===== config.mk =====
export PLATFORM = sky130hd
export DESIGN_NAME = lc3_decode
export DESIGN_NICKNAME = d
export VERILOG_FILES = /design/src/rtl/decode_pkg.sv /design/src/rtl/lc3_decode_ctrl.sv /design/src/rtl/lc3_decode.sv
export SDC_FILE = /design/constraint.sdc
export NUM_CORES = 1
export LEC_CHECK = 0
export CAP_MARGIN = 25
export CORE_ASPECT_RATIO = 0.9
export CORE_UTILIZATION = 40
export DETAILED_ROUTE_END_ITERATION = 12
export PLACE_DENSITY = 0.81
export REMOVE_ABC_BUFFERS = 1
export SYNTH_ARGS = -nofsm -noshare
export SYNTH_HDL_FRONTEND = slang
export SYNTH_SLANG_ARGS = --single-unit

===== constraint.sdc =====
create_clock -name clock -period 1.5 [get_ports clock]
set_input_delay 0.375 -clock clock [delete_from_list [all_inputs] [get_ports clock]]
set_output_delay 0.375 -clock clock [all_outputs]
set_load 0.02 [all_outputs]

===== src/rtl/decode_pkg.sv =====
// rtl/decode_pkg.sv - shared LC-3 decode types, field encodings and widths
package decode_pkg;

  typedef enum logic [3:0] {
    OP_BR   = 4'h0,
    OP_ADD  = 4'h1,
    OP_LD   = 4'h2,
    OP_ST   = 4'h3,
    OP_JSR  = 4'h4,
    OP_AND  = 4'h5,
    OP_LDR  = 4'h6,
    OP_STR  = 4'h7,
    OP_RTI  = 4'h8,
    OP_NOT  = 4'h9,
    OP_LDI  = 4'hA,
    OP_STI  = 4'hB,
    OP_JMP  = 4'hC,
    OP_RES  = 4'hD,
    OP_LEA  = 4'hE,
    OP_TRAP = 4'hF
  } opcode_e;

  localparam int ALU_W   = 2;
  localparam int PCS1_W  = 2;
  localparam int ECTRL_W = ALU_W + PCS1_W + 2;
  localparam int WCTRL_W = 2;

  localparam logic [ALU_W-1:0] ALU_ADD = 2'b00;
  localparam logic [ALU_W-1:0] ALU_AND = 2'b01;
  localparam logic [ALU_W-1:0] ALU_NOT = 2'b10;

  localparam logic [PCS1_W-1:0] PCS1_NONE = 2'b00;
  localparam logic [PCS1_W-1:0] PCS1_OFF9 = 2'b01;
  localparam logic [PCS1_W-1:0] PCS1_OFF6 = 2'b10;
  localparam logic [PCS1_W-1:0] PCS1_ZERO = 2'b11;

  localparam logic [WCTRL_W-1:0] WB_ALU = 2'd0;
  localparam logic [WCTRL_W-1:0] WB_MEM = 2'd1;
  localparam logic [WCTRL_W-1:0] WB_PC  = 2'd2;

endpackage


===== src/rtl/lc3_decode_ctrl.sv =====
// rtl/lc3_decode_ctrl.sv - combinational opcode to execute/writeback/memory control map
import decode_pkg::*;

module lc3_decode_ctrl (
  input  logic [3:0]         opcode,
  input  logic               imm_flag,
  output logic [ECTRL_W-1:0] e_control,
  output logic [WCTRL_W-1:0] w_control,
  output logic               mem_control,
  output logic               illegal
);

  logic [ALU_W-1:0]  alu;
  logic [PCS1_W-1:0] pcs1;
  logic              pcs2;
  logic              op2;

  always_comb begin
    alu         = ALU_ADD;
    pcs1        = PCS1_NONE;
    pcs2        = 1'b0;
    op2         = 1'b0;
    w_control   = WB_ALU;
    mem_control = 1'b0;
    illegal     = 1'b0;
    case (opcode_e'(opcode))
      OP_ADD: op2 = ~imm_flag;
      OP_AND: begin
        alu = ALU_AND;
        op2 = ~imm_flag;
      end
      OP_NOT: alu = ALU_NOT;
      OP_BR, OP_ST: begin
        pcs1 = PCS1_OFF9;
        pcs2 = 1'b1;
      end
      OP_LD: begin
        pcs1      = PCS1_OFF9;
        pcs2      = 1'b1;
        w_control = WB_MEM;
      end
      OP_LDI: begin
        pcs1        = PCS1_OFF9;
        pcs2        = 1'b1;
        w_control   = WB_MEM;
        mem_control = 1'b1;
      end
      OP_STI: begin
        pcs1        = PCS1_OFF9;
        pcs2        = 1'b1;
        mem_control = 1'b1;
      end
      OP_LEA: begin
        pcs1      = PCS1_OFF9;
        pcs2      = 1'b1;
        w_control = WB_PC;
      end
      OP_LDR: begin
        pcs1      = PCS1_OFF6;
        w_control = WB_MEM;
      end
      OP_STR: pcs1 = PCS1_OFF6;
      OP_JMP: pcs1 = PCS1_ZERO;
      default: illegal = 1'b1;
    endcase
    e_control = {alu, pcs1, pcs2, op2};
  end

endmodule


===== src/rtl/lc3_decode.sv =====
// rtl/lc3_decode.sv - LC-3 decode stage registers; DECODE_PERF_CNT_EN adds a saturating legal-instruction counter
import decode_pkg::*;

module lc3_decode (
  input  logic               clock,
  input  logic               reset,
  input  logic               enable_decode,
  input  logic [15:0]        dout,
  input  logic [15:0]        npc_in,
  output logic [15:0]        IR,
  output logic [15:0]        npc_out,
  output logic [ECTRL_W-1:0] E_Control,
  output logic [WCTRL_W-1:0] W_Control,
  output logic               Mem_Control,
  output logic               illegal_op,
  output logic [15:0]        instr_count
);

  logic [ECTRL_W-1:0] e_dec;
  logic [WCTRL_W-1:0] w_dec;
  logic               mem_dec;
  logic               ill_dec;

  lc3_decode_ctrl u_ctrl (
    .opcode      (dout[15:12]),
    .imm_flag    (dout[5]),
    .e_control   (e_dec),
    .w_control   (w_dec),
    .mem_control (mem_dec),
    .illegal     (ill_dec)
  );

  logic [15:0]        ir_q, ir_d;
  logic [15:0]        npc_q, npc_d;
  logic [ECTRL_W-1:0] e_ctrl_q, e_ctrl_d;
  logic [WCTRL_W-1:0] w_ctrl_q, w_ctrl_d;
  logic               mem_ctrl_q, mem_ctrl_d;
  logic               illegal_q, illegal_d;

  always_comb begin
    ir_d       = ir_q;
    npc_d      = npc_q;
    e_ctrl_d   = e_ctrl_q;
    w_ctrl_d   = w_ctrl_q;
    mem_ctrl_d = mem_ctrl_q;
    illegal_d  = illegal_q;
    if (enable_decode) begin
      ir_d       = dout;
      npc_d      = npc_in;
      e_ctrl_d   = e_dec;
      w_ctrl_d   = w_dec;
      mem_ctrl_d = mem_dec;
      illegal_d  = ill_dec;
    end
  end

  always_ff @(posedge clock or negedge reset) begin
    if (!reset) begin
      ir_q       <= '0;
      npc_q      <= '0;
      e_ctrl_q   <= '0;
      w_ctrl_q   <= '0;
      mem_ctrl_q <= 1'b0;
      illegal_q  <= 1'b0;
    end else begin
      ir_q       <= ir_d;
      npc_q      <= npc_d;
      e_ctrl_q   <= e_ctrl_d;
      w_ctrl_q   <= w_ctrl_d;
      mem_ctrl_q <= mem_ctrl_d;
      illegal_q  <= illegal_d;
    end
  end

`ifdef DECODE_PERF_CNT_EN
  logic [15:0] cnt_q, cnt_d;

  // Saturates rather than wraps so a long run never reports a small count.
  always_comb begin
    cnt_d = cnt_q;
    if (enable_decode && !ill_dec && cnt_q != 16'hFFFF)
      cnt_d = cnt_q + 16'd1;
  end

  always_ff @(posedge clock or negedge reset) begin
    if (!reset) cnt_q <= '0;
    else        cnt_q <= cnt_d;
  end

  assign instr_count = cnt_q;
`else
  assign instr_count = 16'd0;
`endif

  assign IR          = ir_q;
  assign npc_out     = npc_q;
  assign E_Control   = e_ctrl_q;
  assign W_Control   = w_ctrl_q;
  assign Mem_Control = mem_ctrl_q;
  assign illegal_op  = illegal_q;

endmodule


==> reports/results.txt <==
worst min-delay path class = flip-flop to flip-flop
Longest Clk Path Bufs = 2
Avg Cell Area, Syn = 13.1 µm²
largest net degree at the start of global routing = 41
full die area = 0.00474 mm²
WP data arrival = 1000 ps
Core Rows = 22
post-synthesis sequential area ratio = 58.8%
Initial Util = 42.7%
Tcrit/Tclk final = 91.8%
Top delay family on crit path = flip-flops
leading cell types in the layout, fill and taps excluded = dfrtp_1 (42), dlygate4sd2_1 (42), mux2_2 (33)
clk slew on worst S/H paths = 70 ps
crit-path cells = dlygate4sd2_1
initial antenna violation count = 0
Cell Pwr Density = 1010 mW/mm²
Final ANT Viol Nets = 0
RR Startpoint = E_Control[0]$_DFFE_PN0P_
NetSw = 0.000721 W
hold depth = 1
Final Hold Vio Count = 0
status = completed
Residual DRC = 0
Gate power share = 22.6%
Vert. Die Dim = 65.4 µm
peak supply drop = 684 µV
Synth Register Bits = 42
DR vias = 1253
Setup Buffers After CTS = 0
RSZ-0062 raised after global routing = no
leakage power = 1.26 nW
# diodes = 0
vias per cell = 4.44
Bufs and invs on worst path = 1
Place WS = -117 ps
Tmin final = 1380 ps
asr flop ratio synth = 100%
first-pass GRT wire length = 5820 µm
gr ovfl total = 0
prevailing post-synth register cell = dfrtp_1
share of cells above drive strength 1 = 24.3%
hold_sp = E_Control[2]$_DFFE_PN0P_
critical path depth in cells = 1
CP endpoint kind = output port
io pins = 93
clock latency on the worst-skew pair = 280 ps
vias in the first global route = 1299
die extent in x = 72.5 µm
Placer Congestion = 0.686
crit path max fanout = 2
Cell variety after synth = 24
Fin Setup TNS = 0 ps
Mapped Cells = 136
number of flops mapped to enable cells by yosys = 0
nature of the critical path startpoint = flip-flop
Cell Area, Synth = 0.00179 mm²
Core Region = 0.00418 mm²
fin. max-slew vios = 0
Finished Core Util = 63.9%
cts bufs inserted = 5
CTS root buf = clkbuf_8
clock group share of total power = 30.1%
R2R cell count = 1
Fmax achieved = 726 MHz
WL final = 3460 µm
final setup vio count = 0
initial DRC count = 51
Total GRT Usage = 16.4%
Sw Ratio = 26.6%
final net count = 256
CTS H-tree lvls = 2
CP peak stage delay = 390 ps
mean routed wirelength per cell = 12.3 µm
Worst Skew = 0 ps
detailed placer's ending HPWL = 2600 µm
P_int = 0.00199 W
post-route setup slack = 123 ps
critical path class = flip-flop to output port
CTS Sinks = 42
worst setup path start = IR[12]$_DFFE_PN0P_
Design Area, Final = 0.00267 mm²
Required @ worst endpoint = 1120 ps
Detailed Routing Iterations Pass 1 = 4
Seq pwr share = 47.3%
Area growth, synth to finish = 49.6%
Buffers on Ports = 76
MaxCap Viol Count = 0
Critical-path top delay cell = dfrtp_1
Cell Area, Placed = 0.00261 mm²
CTS tree = done
Synth Warn # = 0
## cell type report
class	count	area (µm²)
clock buffer	8	110
fill	344	1510
inverter	9	33.8
multi-input combinational	77	603
sequential	42	1050
tap	60	75.1
timing repair buffer	86	801
## path summary, 6_finish.rpt
| path | end | slack [ps] |
|---|---|---|
| setup / recovery | IR[12] | 120 |
| hold / removal | E_Control[2]$_DFFE_PN0P_ | 470 |
| setup reg to reg | E_Control[0]$_DFFE_PN0P_ | 740 |
| hold reg to reg | E_Control[2]$_DFFE_PN0P_ | 470 |
| max in group asynchronous | IR[3]$_DFFE_PN0P_ | 550 |
| min in group asynchronous | IR[6]$_DFFE_PN0P_ | 500 |
## kinds of logic (layout without fill, tap and decap cells)
logic type	after synthesis	in the layout	share of synthesized area, %
compound gates	14	14	4.97
simple gates	13	13	4.13
buf+inv	32	103	10.6
mux	33	33	20.8
flops	42	42	58.8
other cells	1	16	0.210
xor+xnor	1	1	0.490
## power groups by stage
stage / logic (W) / clock network [W] / registers (W)
4_1_cts: 0.000619 / 0.000849 / 0.00129
5_1_grt: 0.000660 / 0.000892 / 0.00130
3_5_place_dp: 0.000690 / 0 / 0.00131
6_report: 0.000612 / 0.000817 / 0.00128
2_1_floorplan: 0.000158 / 0 / 0.00144
3_3_place_gp: 0.000685 / 0 / 0.00131
## state kept, by name (all words and copies together) (netlist names)
signal,flops
illegal_op,1
W_Control,2
npc_out,16
E_Control,6
IR,16
Mem_Control,1
## routing by layer
metal  share of wire, %  track usage, %
met1                 41            20.8
met2                 46            23.9
met3                 12            9.05
met4               0.49            5.15
met5                  0               0
## synth_stat cells, types with 2 or more instances
cell type / number / area [µm²]
a21oi_1: 3 / 15.0
o21ai_0: 4 / 20.0
nor2_1: 3 / 11.3
dfrtp_1: 42 / 1050
buf_2: 7 / 35.0
mux2_2: 33 / 372
nand2_1: 3 / 11.3
buf_4: 16 / 120
o22ai_1: 2 / 12.5
inv_1: 9 / 33.8
## per-stage QoR
| step | hold WS [ps] | total power, W | std cells |
|---|---|---|---|
| after floorplan | 79.4 | 0.00160 | 128 |
| after global placement | 272 | 0.00199 | 273 |
| after detailed placement | 266 | 0.00200 | 273 |
| after CTS | 482 | 0.00275 | 282 |
| after global routing | 504 | 0.00285 | 282 |
| final | 473 | 0.00271 | 282 |
## timing repair
action	in CTS	in global routing
setup endpoints to repair	42	0
hold endpoints to repair	10	0
hold buffers	1	0
resized for setup	42	0
Power figures use the tool's default switching activity.
